$ cat src/rtl/tsu_mc_stamper_if.sv
// Read/control bundle of the multi-channel SOP time stamp unit.
// The CPU/parser side uses the master modport; the stamper uses slave.
interface tsu_mc_stamper_if #(
    parameter int NCH  = 4,
    parameter int TS_W = 32,
    parameter int AW   = 4
);
    localparam int ID_W = (NCH > 1) ? $clog2(NCH) : 1;
    localparam int DW   = 8 + ID_W + TS_W;

    logic          q_clr;
    logic          q_rd_en;
    logic          q_rd_valid;
    logic [DW-1:0] q_rd_data;
    logic [AW:0]   q_rd_stat;
    logic [15:0]   ovf_cnt;

    modport master (
        output q_clr, q_rd_en,
        input  q_rd_valid, q_rd_data, q_rd_stat, ovf_cnt
    );

    modport slave (
        input  q_clr, q_rd_en,
        output q_rd_valid, q_rd_data, q_rd_stat, ovf_cnt
    );
endinterface

$ cat src/rtl/tsu_mc_stamper.sv
// Multi-channel start-of-packet time stamper: per-channel SOP capture, round-robin
// arbitration and a shared show-ahead FIFO of {seq, channel, stamp}.
module tsu_mc_stamper #(
    parameter int NCH     = 4,
    parameter int TS_W    = 32,
    parameter int TS_ADJ  = 0,
    parameter int MIN_GAP = 5,
    parameter int AW      = 4
) (
    input  logic             clk,
    input  logic             rst,
    input  logic [NCH-1:0]   ch_ctrl,
    input  logic [TS_W-1:0]  rtc_time_in,
    tsu_mc_stamper_if.slave  rd
);
    localparam int ID_W  = (NCH > 1) ? $clog2(NCH) : 1;
    localparam int DW    = 8 + ID_W + TS_W;
    localparam int DEPTH = 1 << AW;
    localparam int GW    = $clog2(MIN_GAP + 1);

    logic [NCH-1:0]  ctrl_q, ctrl_d1_q;
    logic [1:0]      arm_q;
    logic [GW-1:0]   gap_q      [NCH];
    logic [NCH-1:0]  pend_q;
    logic [TS_W-1:0] pend_ts_q  [NCH];
    logic [7:0]      pend_seq_q [NCH];
    logic [7:0]      seq_q      [NCH];
    logic [ID_W-1:0] rr_q;
    logic [AW-1:0]   wr_ptr_q, rd_ptr_q;
    logic [AW:0]     cnt_q, cnt_d;
    logic [15:0]     ovf_q, ovf_d;
    logic [DW-1:0]   mem [DEPTH];

    logic [NCH-1:0]  sop, drop, gnt_oh;
    logic            gnt_vld, wr_en, pop, full;
    logic [ID_W-1:0] gnt_id, idx;
    logic [4:0]      ndrop;
    logic [16:0]     ovf_sum;
    logic [TS_W-1:0] stamp;

    assign full  = (cnt_q == (AW+1)'(DEPTH));
    assign pop   = rd.q_rd_en && (cnt_q != '0);
    assign wr_en = gnt_vld && !full && !rd.q_clr;
    assign stamp = rtc_time_in + TS_W'(TS_ADJ);

    // arm_q keeps a channel held high across reset from looking like a fresh rising edge
    always_comb begin
        sop = '0;
        for (int unsigned i = 0; i < NCH; i++)
            sop[i] = arm_q[1] && ctrl_q[i] && !ctrl_d1_q[i] && (gap_q[i] == GW'(MIN_GAP));
    end

    always_comb begin
        gnt_vld = 1'b0;
        gnt_id  = '0;
        idx     = '0;
        for (int unsigned k = 0; k < NCH; k++) begin
            idx = ID_W'((32'(rr_q) + k) % NCH);
            if (!gnt_vld && pend_q[idx]) begin
                gnt_vld = 1'b1;
                gnt_id  = idx;
            end
        end
    end

    always_comb begin
        gnt_oh = '0;
        if (wr_en)
            gnt_oh[gnt_id] = 1'b1;
        drop  = sop & pend_q & ~gnt_oh;
        ndrop = '0;
        for (int unsigned i = 0; i < NCH; i++)
            ndrop = ndrop + {4'd0, drop[i]};
        ovf_sum = {1'b0, ovf_q} + {12'd0, ndrop};
        ovf_d   = ovf_sum[16] ? 16'hFFFF : ovf_sum[15:0];
    end

    always_comb begin
        cnt_d = cnt_q;
        if (wr_en && !pop)
            cnt_d = cnt_q + (AW+1)'(1);
        else if (!wr_en && pop)
            cnt_d = cnt_q - (AW+1)'(1);
    end

    always_ff @(posedge clk or posedge rst) begin
        if (rst) begin
            ctrl_q    <= '0;
            ctrl_d1_q <= '0;
            arm_q     <= '0;
            for (int unsigned i = 0; i < NCH; i++) begin
                gap_q[i]      <= GW'(MIN_GAP);
                pend_ts_q[i]  <= '0;
                pend_seq_q[i] <= '0;
                seq_q[i]      <= '0;
            end
        end else begin
            ctrl_q    <= ch_ctrl;
            ctrl_d1_q <= ctrl_q;
            arm_q     <= {arm_q[0], 1'b1};
            for (int unsigned i = 0; i < NCH; i++) begin
                if (ctrl_q[i])
                    gap_q[i] <= '0;
                else if (gap_q[i] != GW'(MIN_GAP))
                    gap_q[i] <= gap_q[i] + GW'(1);
                if (sop[i]) begin
                    seq_q[i] <= seq_q[i] + 8'd1;
                    if (!pend_q[i] || gnt_oh[i]) begin
                        pend_ts_q[i]  <= stamp;
                        pend_seq_q[i] <= seq_q[i];
                    end
                end
            end
        end
    end

    // A SOP landing in the q_clr cycle is discarded along with everything pending
    always_ff @(posedge clk or posedge rst) begin
        if (rst) begin
            pend_q   <= '0;
            rr_q     <= '0;
            wr_ptr_q <= '0;
            rd_ptr_q <= '0;
            cnt_q    <= '0;
            ovf_q    <= '0;
        end else if (rd.q_clr) begin
            pend_q   <= '0;
            wr_ptr_q <= '0;
            rd_ptr_q <= '0;
            cnt_q    <= '0;
            ovf_q    <= '0;
        end else begin
            pend_q <= (pend_q & ~gnt_oh) | sop;
            cnt_q  <= cnt_d;
            ovf_q  <= ovf_d;
            if (wr_en) begin
                wr_ptr_q <= wr_ptr_q + AW'(1);
                rr_q     <= (gnt_id == ID_W'(NCH - 1)) ? '0 : gnt_id + ID_W'(1);
            end
            if (pop)
                rd_ptr_q <= rd_ptr_q + AW'(1);
        end
    end

    always_ff @(posedge clk) begin
        if (wr_en)
            mem[wr_ptr_q] <= {pend_seq_q[gnt_id], gnt_id, pend_ts_q[gnt_id]};
    end

    assign rd.q_rd_valid = (cnt_q != '0);
    assign rd.q_rd_data  = (cnt_q != '0) ? mem[rd_ptr_q] : '0;
    assign rd.q_rd_stat  = cnt_q;
    assign rd.ovf_cnt    = ovf_q;
endmodule
$ cat src/flat_wrapper.sv
// flat-port wrapper written by rule: the top's interface ports become plain ports
module tsu_mc_stamper_flat 
#(
    parameter int NCH     = 4,
    parameter int TS_W    = 32,
    parameter int TS_ADJ  = 0,
    parameter int MIN_GAP = 5,
    parameter int AW      = 4
)
  (clk, rst, ch_ctrl, rtc_time_in, rd_q_clr, rd_q_rd_en, rd_q_rd_valid, rd_q_rd_data, rd_q_rd_stat, rd_ovf_cnt);
  tsu_mc_stamper_if #(.NCH(NCH), .TS_W(TS_W), .AW(AW)) rd_i ();
  input  logic clk;
  input  logic rst;
  input  logic [NCH-1:0] ch_ctrl;
  input  logic [TS_W-1:0] rtc_time_in;
  input wire logic [$bits(rd_i.q_clr)-1:0] rd_q_clr;
  input wire logic [$bits(rd_i.q_rd_en)-1:0] rd_q_rd_en;
  output wire logic [$bits(rd_i.q_rd_valid)-1:0] rd_q_rd_valid;
  output wire logic [$bits(rd_i.q_rd_data)-1:0] rd_q_rd_data;
  output wire logic [$bits(rd_i.q_rd_stat)-1:0] rd_q_rd_stat;
  output wire logic [$bits(rd_i.ovf_cnt)-1:0] rd_ovf_cnt;
  assign rd_i.q_clr = rd_q_clr;
  assign rd_i.q_rd_en = rd_q_rd_en;
  assign rd_q_rd_valid = rd_i.q_rd_valid;
  assign rd_q_rd_data = rd_i.q_rd_data;
  assign rd_q_rd_stat = rd_i.q_rd_stat;
  assign rd_ovf_cnt = rd_i.ovf_cnt;
  tsu_mc_stamper #(.NCH(NCH), .TS_W(TS_W), .TS_ADJ(TS_ADJ), .MIN_GAP(MIN_GAP), .AW(AW)) u_core (.clk(clk), .rst(rst), .ch_ctrl(ch_ctrl), .rtc_time_in(rtc_time_in), .rd(rd_i));
endmodule
$ cat config.mk
export PLATFORM = sky130hd
export DESIGN_NAME = tsu_mc_stamper_flat
export DESIGN_NICKNAME = d
export VERILOG_FILES = /design/src/rtl/tsu_mc_stamper_if.sv /design/src/rtl/tsu_mc_stamper.sv /design/src/flat_wrapper.sv
export SDC_FILE = /design/constraint.sdc
export NUM_CORES = 1
export LEC_CHECK = 0
export ABC_AREA = 0
export CORE_MARGIN = 3
export CORE_UTILIZATION = 45
export DETAILED_ROUTE_END_ITERATION = 10
export PLACE_DENSITY = 0.64
export SLEW_MARGIN = 20
export SYNTH_ARGS = -nofsm -noshare
export SYNTH_HDL_FRONTEND = slang
export SYNTH_SLANG_ARGS = --single-unit
$ cat constraint.sdc
create_clock -name clk -period 10.2 [get_ports clk]
set_input_delay 2.04 -clock clk [delete_from_list [all_inputs] [get_ports clk]]
set_output_delay 2.04 -clock clk [all_outputs]
set_load 0.05 [all_outputs]
==> impl_metrics.env, run 1 <==
export IMPL_maxCapViolCount=0
export IMPL_setup_total_negative_slack_ps=0
export IMPL_drt_first_iter_violations=1750
export IMPL_detail_route_drc_violations=0
export IMPL_groute_usage_overall_pct=18.8
export IMPL_synth_top_area_cell="sky130_fd_sc_hd__edfxtp_1"
export IMPL_synthArstFlopShare_pct=27.0
export IMPL_crit_path_cell_trace="buf_4, mux4_2, mux2i_1, o22ai_1, clkdlybuf4s50_1"
export IMPL_startpoint_type="flip-flop"
export IMPL_critical_path_endpoint_type="primary output"
export IMPL_drive_gt1_share_pct=27.2
export IMPL_grt_pass1_vias=19720
export IMPL_power_share_combinational_pct=12.3
export IMPL_grt_start_max_net_pins=116
export IMPL_first_pass_iters=6
export IMPL_seq_power_share_pct=47.7
export IMPL_final_max_slew_violation_count=0
export IMPL_route_final_wire_length_um=79800
export IMPL_die_w_um=294
export IMPL_post_cts_resized=0
export IMPL_numPortBuffers=103
export IMPL_vdd_ir_drop_max_uv=114
export IMPL_drt_antenna_violating_nets=0
export IMPL_max_stage_delay_ps=960
export IMPL_dr_total_vias=18539
export IMPL_rsz0062_at_grt="no"
export IMPL_cts_tree="done"
export IMPL_effective_utilization_at_floorplan_pct=45.9
export IMPL_power_switching_w=0.00209
export IMPL_finalClockSkew_ps=20.3
export IMPL_cts_post_setup_buffers_inserted=0
export IMPL_min_path_type="reg -> reg"
export IMPL_worstPathArrival_ps=4260
export IMPL_status="finished, final reports clean"
export IMPL_htree_levels=3
export IMPL_syn_cell_area_sq_um=37200
export IMPL_syn_instance_count=1947
export IMPL_slew_headroom_pct=31.3
export IMPL_fin_crit_ps=6300
export IMPL_cts_hold_repair_buffers=0
export IMPL_finalHoldViolCount=0
export IMPL_total_leakage_power_nw=15.3
export IMPL_synth_most_common_cell="sky130_fd_sc_hd__edfxtp_1"
export IMPL_die_area_sq_um=86300
export IMPL_cts_made_buffers=95
export IMPL_clock_latency_ps=640
export IMPL_syn_area_per_cell_sq_um=19.1
export IMPL_swShare_pct=23.9
export IMPL_highest_delay_cell_along_the_critical_path="sky130_fd_sc_hd__dfrtp_4"
export IMPL_synthesis_nets=2015
export IMPL_share_clk_of_total_power_pct=39.9
export IMPL_fp_row_count=104
export IMPL_area_of_the_placeable_core_sq_um=81200
export IMPL_grt_first_pass_wirelength_um=122000
export IMPL_netlist_area_leader_share_pct=54.2
export IMPL_io_pins=104
export IMPL_area_growth_syn_to_layout_pct=15.4
export IMPL_number_of_instances_on_the_worst_hold_path=0
export IMPL_worstPathMaxFanout=62
export IMPL_final_period_utilization_pct=61.7
export IMPL_die_span_in_y_um=294
export IMPL_ys_top_cells_by_area="sky130_fd_sc_hd__edfxtp_1 54%, sky130_fd_sc_hd__dfrtp_1 16%, sky130_fd_sc_hd__mux4_2 10%"
export IMPL_path_class="reg -> out"
export IMPL_synth_sequential_area_ratio_pct=70.9
export IMPL_pwr_density_cell_nw_per_um2=204
export IMPL_synth_ff_latch_count=921
export IMPL_cts_num_sinks=921
export IMPL_cp_data_required_time_ps=8160
export IMPL_routabilityCongestion=0.741
export IMPL_max_clock_freq_ghz=0.159
export IMPL_grt_overflow_total=0
export IMPL_cts_max_path_buffers=3
export IMPL_synth_cells_most_frequent="672 x sky130_fd_sc_hd__edfxtp_1, 241 x sky130_fd_sc_hd__dfrtp_1, 206 x sky130_fd_sc_hd__mux2i_1"
export IMPL_grt_antenna_before_repair=5
export IMPL_wire_per_inst_um=24.6
export IMPL_detail_route_vias_per_cell=5.72
export IMPL_dp_hpwl_um=41500
export IMPL_num_nets_final=2165
export IMPL_hold_worst_slack_ps=345
export IMPL_root_buffer="sky130_fd_sc_hd__clkbuf_16"
export IMPL_p_int_w=0.00666
export IMPL_postSynth_topFlopCell="sky130_fd_sc_hd__edfxtp_1"
export IMPL_rr_worst_depth=13
export IMPL_worst_slew_pin_transition_ps=1030
export IMPL_timing_reg2reg_setup_slack_ps=5650
export IMPL_clkTransAtPathRegs_ps=60
export IMPL_synth_enable_flop_cells=672
export IMPL_yosysUniqueCellTypes=59
export IMPL_yosys_synthesis_warning_count=0
export IMPL_report_final_setup_viol=0
## cell type report
type / instances / area, sq um
Antenna cell: 4 / 10.0
Clock buffer: 125 / 2610
Clock inverter: 53 / 582
Fill cell: 6332 / 38200
Inverter: 19 / 78.8
Multi-Input combinational cell: 907 / 10500
Sequential cell: 921 / 26400
Tap cell: 1060 / 1330
Timing Repair Buffer: 153 / 1450
## metal layers
metal | global-route usage [%] | routed length (um) | vias to the layer above
li1 | - | - | 8027
met1 | 25.8 | 34400 | 9891
met2 | 31.5 | 39400 | 500
met3 | 3.31 | 4620 | 117
met4 | 4.78 | 1440 | 4
met5 | 0 | 29 | -
## layout by cell type, fill, tap and decap left out, drive strengths merged, types with 5 or more instances in the layout
master / Yosys / routed
mux2: 163 / 163
nor2b: 5 / 5
xnor2: 24 / 24
dfstp: 8 / 8
o21a: 5 / 5
nor3: 17 / 17
nand2: 50 / 50
xor2: 27 / 27
clkinv: 0 / 31
nor4: 6 / 6
a21oi: 29 / 29
o22ai: 42 / 42
nor2: 54 / 54
edfxtp: 672 / 672
nand3: 7 / 7
inv: 19 / 26
clkdlybuf4s50: 0 / 103
clkbuf: 35 / 125
buf: 65 / 50
ha: 25 / 25
nand4: 15 / 15
bufinv: 0 / 11
mux4: 168 / 168
a211oi: 9 / 9
o21ai: 8 / 8
dfrtp: 241 / 241
mux2i: 206 / 206
## critical path, delay by kind of cell, from the launching register on
family,cells,cell delay (ps)
DFF,1,960
buffers and inverters,2,1730
muxes,2,450
AOI/OAI and AO/OA,1,420
## sequential cells by signal, indices dropped and copies added (netlist names), 4 cells and up
| register | count |
|---|---|
| u_core.rd.q_rd_stat | 5 |
| u_core.rd.ovf_cnt | 16 |
| u_core.wr_ptr_q | 4 |
| u_core.ctrl_d1_q | 4 |
| u_core.gap_q | 12 |
| u_core.pend_seq_q | 32 |
| u_core.seq_q | 32 |
| u_core.mem | 672 |
| u_core.ctrl_q | 4 |
| u_core.rd_ptr_q | 4 |
| u_core.pend_q | 4 |
| u_core.pend_ts_q | 128 |
## cell families after synthesis
| group | count (synthesis) | share of synthesized area, % |
|---|---|---|
| buffers and inverters | 119 | 1.56 |
| multiplexers | 537 | 21.0 |
| flip-flops | 921 | 70.9 |
| other | 1 | 0.0101 |
| adder cells (fa/ha/maj) | 28 | 1.00 |
| AND/OR/NAND/NOR | 180 | 2.38 |
| AO/OA/AOI/OAI | 110 | 1.88 |
| XOR/XNOR | 51 | 1.20 |
## stage by stage
stage	instances	power [W]	setup WS (ps)	area [sq um]	util [%]
after floorplan	1947	0.00502	1330	37200	-
after global placement	3059	0.00532	4010	39600	48.8
after CTS	3237	0.00885	3840	42900	52.8
after detailed placement	3059	0.00535	3850	39700	48.8
after global routing	3238	0.00908	3710	43000	52.9
final	3242	0.00875	3900	43000	52.9
## power groups by stage
| stage | registers, W | clock network [W] | logic, W |
|---|---|---|---|
| finish | 0.00418 | 0.00349 | 0.00108 |
| global route | 0.00419 | 0.00373 | 0.00116 |
| CTS | 0.00418 | 0.00357 | 0.00110 |
| detailed placement | 0.00425 | 0 | 0.00110 |
| global placement | 0.00425 | 0 | 0.00107 |
| floorplan | 0.00423 | 0 | 0.000796 |
## worst paths after layout
| check | start | endpoint |
|---|---|---|
| max | u_core.rd_ptr_q[1]$_DFFE_PP0P_ | rd_q_rd_data[33] |
| min | u_core.arm_q[0]$_DFF_PP0_ | u_core.arm_q[1]$_DFF_PP0_ |
| max reg2reg | u_core.rd.q_rd_stat[0]$_DFFE_PP0P_ | u_core.rd.ovf_cnt[1]$_DFF_PP0_ |
| min reg2reg | u_core.arm_q[0]$_DFF_PP0_ | u_core.arm_q[1]$_DFF_PP0_ |
| max in group asynchronous | rst | u_core.rd_ptr_q[1]$_DFFE_PP0P_ |
| min in group asynchronous | rst | u_core.pend_ts_q[61]$_DFFE_PP0P_ |
(Power assumes the default switching activity.)
==> inputs of run 2 (changes only) <==
- clock period: 10.2 -> 5.97 ns (I/O delays scaled with it)
==> run 2 against run 1 <==
Final cell count up 0.22%. Count of clock-buffer cells in the layout rose by 6. Sequential power is 71% higher. Design area about the same. Non-clock buffer count increased by 13. Critical path type unchanged. Largest cell class unchanged. Largest power group unchanged. Highest routed layer unchanged.
==> impl_metrics.env, run 2 (same netlist as run 1, synthesis figures left out) <==
export IMPL_status="finished, final reports clean"
export IMPL_detail_route_vias_per_cell=5.64
export IMPL_numPortBuffers=103
export IMPL_detail_route_drc_violations=0
export IMPL_io_pins=104
export IMPL_crit_path_cell_trace="nor4_4, or2b_1, nand2b_2, o22ai_1, clkdlybuf4s50_1"
export IMPL_groute_usage_overall_pct=18.7
export IMPL_cts_made_buffers=92
export IMPL_effective_utilization_at_floorplan_pct=45.9
export IMPL_area_growth_syn_to_layout_pct=15.4
export IMPL_worstPathMaxFanout=25
export IMPL_drive_gt1_share_pct=26.7
export IMPL_worstPathBufferInverterCount=1
export IMPL_clkTransAtPathRegs_ps=60
export IMPL_critPathTopFamily="simple AND/OR/NAND/NOR gates"
export IMPL_cts_num_sinks=921
export IMPL_fp_row_count=104
export IMPL_wire_per_inst_um=24.5
export IMPL_grt_first_pass_wirelength_um=121000
export IMPL_worstPathArrival_ps=3860
export IMPL_layout_common_cells="672 x sky130_fd_sc_hd__edfxtp_1, 238 x sky130_fd_sc_hd__dfrtp_1, 185 x sky130_fd_sc_hd__mux2i_1, 168 x sky130_fd_sc_hd__mux4_2, 123 x sky130_fd_sc_hd__mux2_2"
export IMPL_dr_total_vias=18319
export IMPL_pwr_density_cell_nw_per_um2=343
export IMPL_vdd_ir_drop_max_uv=234
export IMPL_num_nets_final=2175
export IMPL_total_leakage_power_nw=15.3
export IMPL_power_w=0.0147
export IMPL_pre_cts_ws_ps=694
export IMPL_cts_post_setup_buffers_inserted=0
export IMPL_timing_reg2reg_setup_slack_ps=1510
export IMPL_max_stage_delay_ps=820
export IMPL_grt_antenna_before_repair=5
export IMPL_post_route_worst_setup_slack_ps=912
export IMPL_rsz0062_at_grt="no"
export IMPL_fill_cells=6388
export IMPL_route_final_wire_length_um=79500
export IMPL_dp_hpwl_um=44400
export IMPL_cts_tree="done"
export IMPL_grt_start_max_net_pins=166
export IMPL_die_span_in_y_um=294
export IMPL_min_path_type="reg -> reg"
export IMPL_htree_levels=3
export IMPL_maxCapViolCount=0
export IMPL_largest_register_ffs=672
export IMPL_largest_registers="u_core.mem (672), u_core.pend_ts_q (128)"
export IMPL_grt_overflow_total=0
export IMPL_highest_delay_cell_along_the_critical_path="sky130_fd_sc_hd__clkdlybuf4s50_1"
export IMPL_clock_latency_ps=630
export IMPL_grt_pass1_vias=19495
export IMPL_final_period_utilization_pct=84.7
export IMPL_post_cts_resized=0
export IMPL_root_buffer="sky130_fd_sc_hd__clkbuf_16"
export IMPL_worst_slew_pin_transition_ps=1000
export IMPL_mostFrequentLayoutCell="sky130_fd_sc_hd__edfxtp_1"
export IMPL_report_final_setup_viol=0
export IMPL_drt_first_iter_violations=1450
export IMPL_slew_headroom_pct=33.0
export IMPL_finalHoldViolCount=0
export IMPL_fin_crit_ps=5060
export IMPL_top_register="u_core.mem"
export IMPL_die_w_um=294
export IMPL_startpoint_type="flip-flop"
export IMPL_path_class="reg -> out"
export IMPL_final_max_slew_violation_count=0
export IMPL_cts_hold_repair_buffers=0
export IMPL_routabilityCongestion=0.729
export IMPL_layout_core_utilization_pct=52.9
export IMPL_die_area_sq_um=86300
export IMPL_first_pass_iters=4
export IMPL_cp_data_required_time_ps=4780
export IMPL_max_clock_freq_ghz=0.198
export IMPL_finalClockSkew_ps=28.4
export IMPL_critical_path_endpoint_type="primary output"
export IMPL_cts_max_path_buffers=3
export IMPL_drt_antenna_violating_nets=0
export IMPL_area_of_the_placeable_core_sq_um=81200
-- run 2: worst paths after layout --
kind                                                    startpoint                                 to  cells after the start
worst min-delay path                     u_core.arm_q[0]$_DFF_PP0_          u_core.arm_q[1]$_DFF_PP0_                      0
worst max register to register         u_core.gap_q[6]$_DFFE_PP1P_     u_core.rd.ovf_cnt[1]$_DFF_PP0_                     13
min in group asynchronous                                      rst  u_core.pend_ts_q[107]$_DFFE_PP0P_                      2
max in group asynchronous                                      rst     u_core.rd_ptr_q[1]$_DFFE_PP0P_                      3
worst min register to register           u_core.arm_q[0]$_DFF_PP0_          u_core.arm_q[1]$_DFF_PP0_                      0
worst max-delay path            u_core.rd.q_rd_stat[0]$_DFFE_PP0P_                   rd_q_rd_data[33]                      5
-- run 2: layout make-up --
cell class                      count  area (sq um)  share of cell area [%]
Antenna cell                        4          10.0                  0.0233
Timing Repair Buffer              166          1620                    3.76
Multi-Input combinational cell    907         10500                    24.4
Sequential cell                   921         26400                    61.5
Clock inverter                     41           425                   0.990
Tap cell                         1060          1330                    3.09
Clock buffer                      131          2580                    6.01
Inverter                           19          75.1                   0.175
-- run 2: stage by stage --
stage	cell area [sq um]	instances	TNS, ps	hold slack, ps
after detailed placement	39900	3073	0	336
final	43000	3249	0	352
after CTS	42900	3245	0	349
after floorplan	37300	1947	-30400	331
after global placement	39900	3073	0	335
after global routing	43000	3246	0	353
-- run 2: power breakdown --
part | leakage [nW] | switching, W | internal [W]
Combinational | 3.83 | 0.00107 | 0.000813
Sequential | 9.98 | 0.000114 | 0.00701
Clock | 1.44 | 0.00235 | 0.00336
-- run 2: metal layers --
| layer | GRT usage [%] | wire length, um |
|---|---|---|
| met4 | 4.97 | 1660 |
| met3 | 2.97 | 4250 |
| met2 | 31.4 | 39700 |
| met1 | 25.6 | 33800 |
| met5 | 0 | 19 |
-- run 2: worst register-to-register path, delay by kind of cell, from the launching register on --
family                   cells  cell delay, ps
AND/OR/NAND/NOR              5            1650
adder cells (fa/ha/maj)      5            1530
AO/OA/AOI/OAI                2             600
flip-flops                   1             550
buffers and inverters        1              60
